==> src/rtl/prog_tick_counter_pkg.sv <==
// Shared types and constants for the programmable tick counter.
package counter_pkg;

    typedef enum logic [0:0] {
        IDLE = 1'b0,
        RUN  = 1'b1
    } state_t;

    localparam logic MODE_CONT    = 1'b0;
    localparam logic MODE_ONESHOT = 1'b1;

endpackage

==> src/rtl/prog_tick_counter_limit_table.sv <==
// Combinational lookup of one period limit from a packed parameter table.
module limit_table #(
    parameter int NB_COUNT = 32,
    parameter int NB_SEL   = 2,
    parameter logic [NB_COUNT*(2**NB_SEL)-1:0] LIMITS = {32'd63, 32'd31, 32'd15, 32'd7}
) (
    input  logic [NB_SEL-1:0]   sel_i,
    output logic [NB_COUNT-1:0] limit_o
);

    // Entry k sits at LIMITS[k*NB_COUNT +: NB_COUNT]; entry 0 is the least significant slice.
    always_comb begin
        limit_o = '0;
        for (int k = 0; k < 2**NB_SEL; k++) begin
            if (sel_i == NB_SEL'(k)) begin
                limit_o = LIMITS[k*NB_COUNT +: NB_COUNT];
            end
        end
    end

endmodule

==> src/rtl/prog_tick_counter.sv <==
// Programmable periodic strobe: one-cycle tick every LIMIT[sel]+1 enabled clocks,
// with continuous and one-shot modes, period-boundary reloads and a wrapping tick counter.
module prog_tick_counter
    import counter_pkg::*;
#(
    parameter int NB_COUNT = 32,
    parameter int NB_SEL   = 2,
    parameter logic [NB_COUNT*(2**NB_SEL)-1:0] LIMITS = {32'd63, 32'd31, 32'd15, 32'd7},
    parameter int NB_TICKS = 8
) (
    input  logic                clk,
    input  logic                i_ck_reset,
    input  logic                i_count_enable,
    input  logic [NB_SEL-1:0]   i_count_sel,
    input  logic                i_mode,
    input  logic                i_start,
    output logic                o_shift_enable,
    output logic                o_busy,
    output logic [NB_COUNT-1:0] o_count,
    output logic [NB_TICKS-1:0] o_tick_cnt
);

    state_t              state_q, state_d;
    logic [NB_COUNT-1:0] count_q, count_d;
    logic [NB_SEL-1:0]   sel_lat_q, sel_lat_d;
    logic                mode_lat_q, mode_lat_d;
    logic                tick_q, tick_d;
    logic [NB_TICKS-1:0] tick_cnt_q, tick_cnt_d;
    logic [NB_COUNT-1:0] limit;
    logic                wrap;

    limit_table #(
        .NB_COUNT (NB_COUNT),
        .NB_SEL   (NB_SEL),
        .LIMITS   (LIMITS)
    ) u_limit_table (
        .sel_i   (sel_lat_q),
        .limit_o (limit)
    );

    assign wrap = (state_q == RUN) && i_count_enable && (count_q == limit);

    // Latches reload only on entry to RUN and at a wrap, so live selector/mode
    // changes never disturb the period in progress.
    always_comb begin
        state_d    = state_q;
        count_d    = count_q;
        sel_lat_d  = sel_lat_q;
        mode_lat_d = mode_lat_q;
        tick_d     = 1'b0;
        tick_cnt_d = tick_cnt_q;
        case (state_q)
            IDLE: begin
                if (i_count_enable && ((i_mode == MODE_CONT) || i_start)) begin
                    state_d    = RUN;
                    sel_lat_d  = i_count_sel;
                    mode_lat_d = i_mode;
                end
            end
            RUN: begin
                if (wrap) begin
                    count_d    = '0;
                    tick_d     = 1'b1;
                    tick_cnt_d = tick_cnt_q + NB_TICKS'(1);
                    sel_lat_d  = i_count_sel;
                    mode_lat_d = i_mode;
                    if (mode_lat_q == MODE_ONESHOT) begin
                        state_d = IDLE;
                    end
                end else if (i_count_enable) begin
                    count_d = count_q + NB_COUNT'(1);
                end
            end
            default: begin
                state_d = IDLE;
                count_d = '0;
            end
        endcase
    end

    always_ff @(posedge clk) begin
        if (i_ck_reset) begin
            state_q    <= IDLE;
            count_q    <= '0;
            sel_lat_q  <= i_count_sel;
            mode_lat_q <= i_mode;
            tick_q     <= 1'b0;
            tick_cnt_q <= '0;
        end else begin
            state_q    <= state_d;
            count_q    <= count_d;
            sel_lat_q  <= sel_lat_d;
            mode_lat_q <= mode_lat_d;
            tick_q     <= tick_d;
            tick_cnt_q <= tick_cnt_d;
        end
    end

    assign o_shift_enable = tick_q;
    assign o_busy         = (state_q == RUN);
    assign o_count        = count_q;
    assign o_tick_cnt     = tick_cnt_q;

endmodule

==> config.mk <==
export PLATFORM = sky130hd
export DESIGN_NAME = prog_tick_counter
export DESIGN_NICKNAME = d
export VERILOG_FILES = /design/src/rtl/prog_tick_counter_pkg.sv /design/src/rtl/prog_tick_counter_limit_table.sv /design/src/rtl/prog_tick_counter.sv
export SDC_FILE = /design/constraint.sdc
export NUM_CORES = 1
export LEC_CHECK = 0
export ABC_AREA = 1
export ABC_CLOCK_PERIOD_IN_PS = 2400
export BUFFER_PORTS_ARGS = -buffer_cell sky130_fd_sc_hd__buf_4
export CORE_UTILIZATION = 45
export CTS_BUF_LIST = sky130_fd_sc_hd__clkbuf_8
export DETAILED_ROUTE_END_ITERATION = 12
export HOLD_SLACK_MARGIN = 0.15
export PLACE_DENSITY = 0.64
export SETUP_SLACK_MARGIN = 0.2
export SLEW_MARGIN = 15
export SYNTH_ARGS = -nofsm -noshare
export SYNTH_HDL_FRONTEND = slang
export SYNTH_SLANG_ARGS = --single-unit
==> constraint.sdc <==
create_clock -name clk -period 2.4 [get_ports clk]
set_clock_uncertainty 0.1 [all_clocks]
set_input_delay 0 -clock clk [delete_from_list [all_inputs] [get_ports clk]]
set_output_delay 0 -clock clk [all_outputs]
set_load 0.01 [all_outputs]
# Word-level counts from Yosys, hierarchy flattened
# Cells that the tools add are included.
dict set report totals {
  regBits 45
  output_inout_bits 42
  inputBits 7
  wordCells 45
}
dict set report classes {
  addsub 2
  reduce_logical 10
  mux 19
  eq_ne 6
  n_bitwise 2
}
# op count
set op_table {}
lappend op_table {{$mux 32} 2}
lappend op_table {{$add 32x1->32 const B} 1}
lappend op_table {{$eq 32x32->1} 1}
lappend op_table {{$add 8x1->8 const B} 1}
lappend op_table {{$mux 1} 7}
lappend op_table {{$mux 2} 3}
lappend op_table {{$mux 6} 1}
lappend op_table {{$reduce_and 2->1} 3}
lappend op_table {{$mux 5} 1}
lappend op_table {{$eq 2x2->1 const B} 2}
lappend op_table {{$mux 4} 1}
lappend op_table {{$pmux 1 s2} 2}
lappend op_table {{$pmux 2 s2} 1}
lappend op_table {{$logic_and 1x1->1} 3}
lappend op_table {{$mux 3} 1}
lappend op_table {{$ne 3x2->1 const B} 1}
lappend op_table {{$ne 3x3->1 const B} 1}
lappend op_table {{$eq 2x1->1 const B} 1}
lappend op_table {{$logic_not 2->1} 1}
lappend op_table {{$not 1->1} 2}
lappend op_table {{$reduce_bool 2->1} 1}
lappend op_table {{$reduce_or 2->1} 1}
lappend op_table {{$logic_or 1x1->1} 1}

# Logic depth before layout (Yosys ltp)
dict set report logic_depth {
  word_depth 10
  depth_mapped 11
  ltp_nobuf 11
}

# By module
# From an unflattened synthesis, not the netlist that was laid out.
dict set report unflattened {
  hier_cells 525
  hier_area_um2 3295.7
}
# mod cells_per_inst seq_area_each_um2 area_per_inst_um2 instances
set modules_own_cells {}
lappend modules_own_cells {prog_tick_counter 488 930.9 3047.9 1}
lappend modules_own_cells {limit_table 37 0.0 247.7 1}

# Least setup slack after synthesis
# No wires, ideal clock.
dict set report synth_timing {
  kind {flip-flop to flip-flop}
  from {register count_q[1] (netlist: o_count[1])}
  to {register mode_lat_q, enable pin}
  arrival_ns 1.404
  t_required_ns 1.993
  n_path_buf 1
  period_less_slack_ns 1.810
  setup_slack_ns 0.590
  stages_incl_launch_ff 9
  setup_ns 0.307
  cell_sequence {dfxtp_1 -> ha_1 -> nand2_1 -> nor2_1 -> nand3_1 -> nor2_4 -> nand2_4 -> buf_6 -> nand3_1}
}
dict set report synth_between {
  elab_chain_len 4
}
# item line_no
set synth_lines {}
lappend synth_lines {{from (decl)} prog_tick_counter.sv:24} ;# logic [NB_COUNT-1:0] count_q, count_d;
lappend synth_lines {{from (signal assigned)} prog_tick_counter.sv:91} ;# count_q <= count_d;
lappend synth_lines {{$eq 32x32->1} prog_tick_counter.sv:41} ;# assign wrap = (state_q == RUN) && i_count_enable && (count_q == limit);
lappend synth_lines {{$logic_and 1x1->1} prog_tick_counter.sv:41}
lappend synth_lines {{$ne 3x2->1 (no source line)} n/a}
lappend synth_lines {{$reduce_and 2->1 (no source line)} n/a}
lappend synth_lines {{to (signal assigned)} prog_tick_counter.sv:86} ;# mode_lat_q <= i_mode;
lappend synth_lines {{to (signal assigned)} prog_tick_counter.sv:93} ;# mode_lat_q <= mode_lat_d;
lappend synth_lines {{to (decl)} prog_tick_counter.sv:26} ;# logic mode_lat_q, mode_lat_d;
# No other way between the ends.
# A chain may end at the register's enable or synchronous reset.

# Worst setup path after layout
dict set report layout_timing {
  from {register count_q[18] (netlist: o_count[18])}
  to {register count_q[29] (netlist: o_count[29])}
}
dict set report layout_between {
  elab_chain_len 4
  word_cells_on_any_way 7
  classes_between {add/sub (1); eq/ne (1); mux (2); reduce/logical (3)}
}
# item
set layout_lines {}
lappend layout_lines {{branches (longest 4 deep; another with $add 32x1->32)}}
# Parallel ways; which one is timed is not known. The select of a mux whose other input is x is not followed.

==> results.yml <==
sta:
  maxSlewViolCount: 0
  max_slew_margin: 0.7133
  max_freq_mhz: 496.1
  setup_viol: 0
  fin_setup_tns_ps: 0
  rsz0062_at_grt: "false"
  fin_crit_sh: 0.8399
  worst_slack_ps: 384.3
  hold_violations: 0
  period_minus_slack_ps: 2016
  worst_pin_slew_ps: 427.4
floorplan:
  ioPinCount: 49
  fp-row-count: 27
  die_x_um: 77.78
  die_area_um2: 6049
  core_um2: 5507
  start_util: 0.4692
  die_h_um: 77.78
synthesis:
  async_reset_ff_frac: 0
  synth_edf_count: 3
  synth_top_cells_by_area: "dfxtp_1 33%, nand2_1 14%, nor2_1 12%"
  yosys.area.top_type: "dfxtp_1"
  synth_ff_type: "dfxtp_1"
  yosys-top-cells-count: "94 x nand2_1, 83 x nor2_1, 53 x inv_1"
  ys_seq_area_frac: 0.3603
  yosys_warnings: 0
  syn_area_um2: 2584
  yosysMostFrequentCell: "nand2_1"
  ys_seq_elements: 45
  netlist-cell-type-count: 29
  netlist.area_leader.share: 0.3254
  syn_inst: 401
  syn_avg_cell_area_um2: 6.443
  syn_nets: 411
power:
  p_leak_nw: 1.410
  p_per_area_nw_per_um2: 413.2
  vdd_drop_max_mv: 0.3121
clocking:
  clk_latency_ps: 300
  cts_tree: "built"
  root_buffer: "clkbuf_8"
  cts_buffers: 5
  post_cts_buffers: 0
  clockBufferDepth: 2
  cts.sinks: 45
  clkTransAtPathRegs_ps: 90
  htreeDepth: 2
drt:
  wire_per_inst_um: 12.56
  vias: 2632
  wl_um: 6693
  drc: 0
  final_antenna_net_count: 0
  dr.pass1.iters: 6
  drt_first_iter_violations: 166
  routed_via_density: 4.938
setup_path:
  endpoint_kind: "flop"
  worstPathRequired_ps: 2550
  r2r_end: "o_count[29]$_SDFFE_PP0P_"
  reg2reg_from: "o_count[18]$_SDFFE_PP0P_"
  r2r_slack_ps: 380
  crit_path_start: "o_count[18]$_SDFFE_PP0P_"
  start_kind: "flop"
  arrival_ps: 2160
  crit_end: "o_count[29]$_SDFFE_PP0P_"
  critPathKind: "flop to flop"
  ff2ff_path_depth: 9
  worstPathMaxFanout: 5
cells_and_area:
  synthToLayoutAreaGrowth_pct: 23.10
  fill_cells: 584
  regArea_um2: 932.1
  nNetsFinal: 470
  antenna_cells: 0
  drive_above_1_share: 0.1692
  multi_input_area_um2: 1396
grt:
  grt_usage: 0.2307
  grt_max_degree: 19
  grt-ovfl-total: 0
  grt_pass1_vias: 2355
  antenna_found_initial: 0
  grt_pass1_wl_um: 10960
run_status:
  outcome: "finished clean"
worst_hold_path:
  hp-class: "input port to flop"
  hp-start: "i_count_sel[0]"
placement:
  dp_slack_ps: 472.8
  hpwl_um: 5049
  io_buffers: 48
  gp_congestion: 0.8853
job:
  max_cap_viol_count: 0
-- final cells by class --
type / instances / area share
Clock buffer: 6 / 0.02596
Sequential cell: 45 / 0.2931
Timing Repair Buffer: 58 / 0.1424
Multi-Input combinational cell: 292 / 0.4390
Inverter: 58 / 0.06884
Clock inverter: 2 / 0.002360
Tap cell: 72 / 0.02832
-- layout by cell type, fill, tap and decap left out, types with 2 or more instances in the layout --
| cell type | instances |
|---|---|
| nand2_2 | 2 |
| clkbuf_8 | 6 |
| xor2_1 | 4 |
| nor2_2 | 7 |
| xnor2_1 | 5 |
| edfxtp_1 | 3 |
| nand2_1 | 94 |
| nor2_4 | 2 |
| o21bai_1 | 4 |
| nor3b_1 | 3 |
| buf_4 | 51 |
| and3_1 | 2 |
| dlygate4sd3_1 | 7 |
| nor3_1 | 15 |
| nand2_4 | 2 |
| inv_2 | 3 |
| ha_1 | 3 |
| dfxtp_1 | 41 |
| nor2_1 | 80 |
| nand4_1 | 10 |
| nor3b_2 | 3 |
| nand3_1 | 38 |
| nor4_1 | 2 |
| inv_1 | 55 |
| o21ai_0 | 4 |
| a21oi_1 | 10 |
-- layer usage --
| metal | global-route usage | routed length, um | vias to the layer above |
|---|---|---|---|
| li1 | - | - | 1382 |
| met1 | 0.3083 | 3263 | 1174 |
| met2 | 0.3858 | 3056 | 67 |
| met3 | 0.04000 | 308 | 9 |
| met4 | 0.05094 | 65 | 0 |
| met5 | 0 | 0 | - |
-- cell families (layout without fill, tap and decap cells) --
group | after synthesis | after routing | share of synthesized area
AOI/OAI and AO/OA | 20 | 20 | 0.04358
xor gates and xnor gates | 9 | 9 | 0.03051
adders and majority gates | 3 | 3 | 0.01453
buffers and inverters | 64 | 124 | 0.1022
DFF | 45 | 45 | 0.3603
and+or+nand+nor | 260 | 260 | 0.4489
-- timing repair --
action	in CTS	in global routing
endpoints found under the hold margin	21	0
setup endpoints to repair	0	1
resized for setup	0	4
hold buffers	7	0
-- flip-flops by register name (all words and copies together) (netlist names) --
name,flops
o_tick_cnt,8
o_busy,1
mode_lat_q,1
o_count,32
sel_lat_q,2
o_shift_enable,1
-- worst min path at each step --
stage,slack [ps],to,cells past startpoint
global placement,80,sel_lat_q[0]$_DFFE_PP_,1
finish,320,sel_lat_q[0]$_DFFE_PP_,2
floorplan,-20,o_shift_enable$_SDFF_PP0_,1
global route,320,sel_lat_q[0]$_DFFE_PP_,2
CTS,300,sel_lat_q[1]$_DFFE_PP_,2
detailed placement,80,sel_lat_q[1]$_DFFE_PP_,1
-- power breakdown --
part	switching (W)	leakage [nW]	internal, W	total, W
Combinational	0.0000405	0.987	0.0000279	0.0000683
Sequential	0.00000576	0.369	0.000761	0.000767
Clock	0.000252	0.0538	0.000227	0.000479
-- stage by stage --
stage | instances | util | hold slack [ps] | area (um2) | power (W)
finish | 533 | 0.5776 | 321.1 | 3181 | 0.001314
global route | 533 | 0.5776 | 322.0 | 3181 | 0.001367
CTS | 533 | 0.5760 | 304.0 | 3172 | 0.001333
detailed placement | 518 | 0.5469 | 79.44 | 3012 | 0.0008442
global placement | 518 | 0.5469 | 77.88 | 3012 | 0.0008442
floorplan | 401 | - | -20.53 | 2584 | 0.0008194
-- worst max-delay path, stage by stage, from the launching register on --
cell and delay (ps):
dfxtp_1 420, nand2_1 200, nor2_2 180, nand2_1 80
nor2_1 130, nand2_1 60, nand2_1 60, nand3_1 60
a21oi_1 120, dlygate4sd3_1 560
Note: power is estimated with default switching activity, not from simulation.
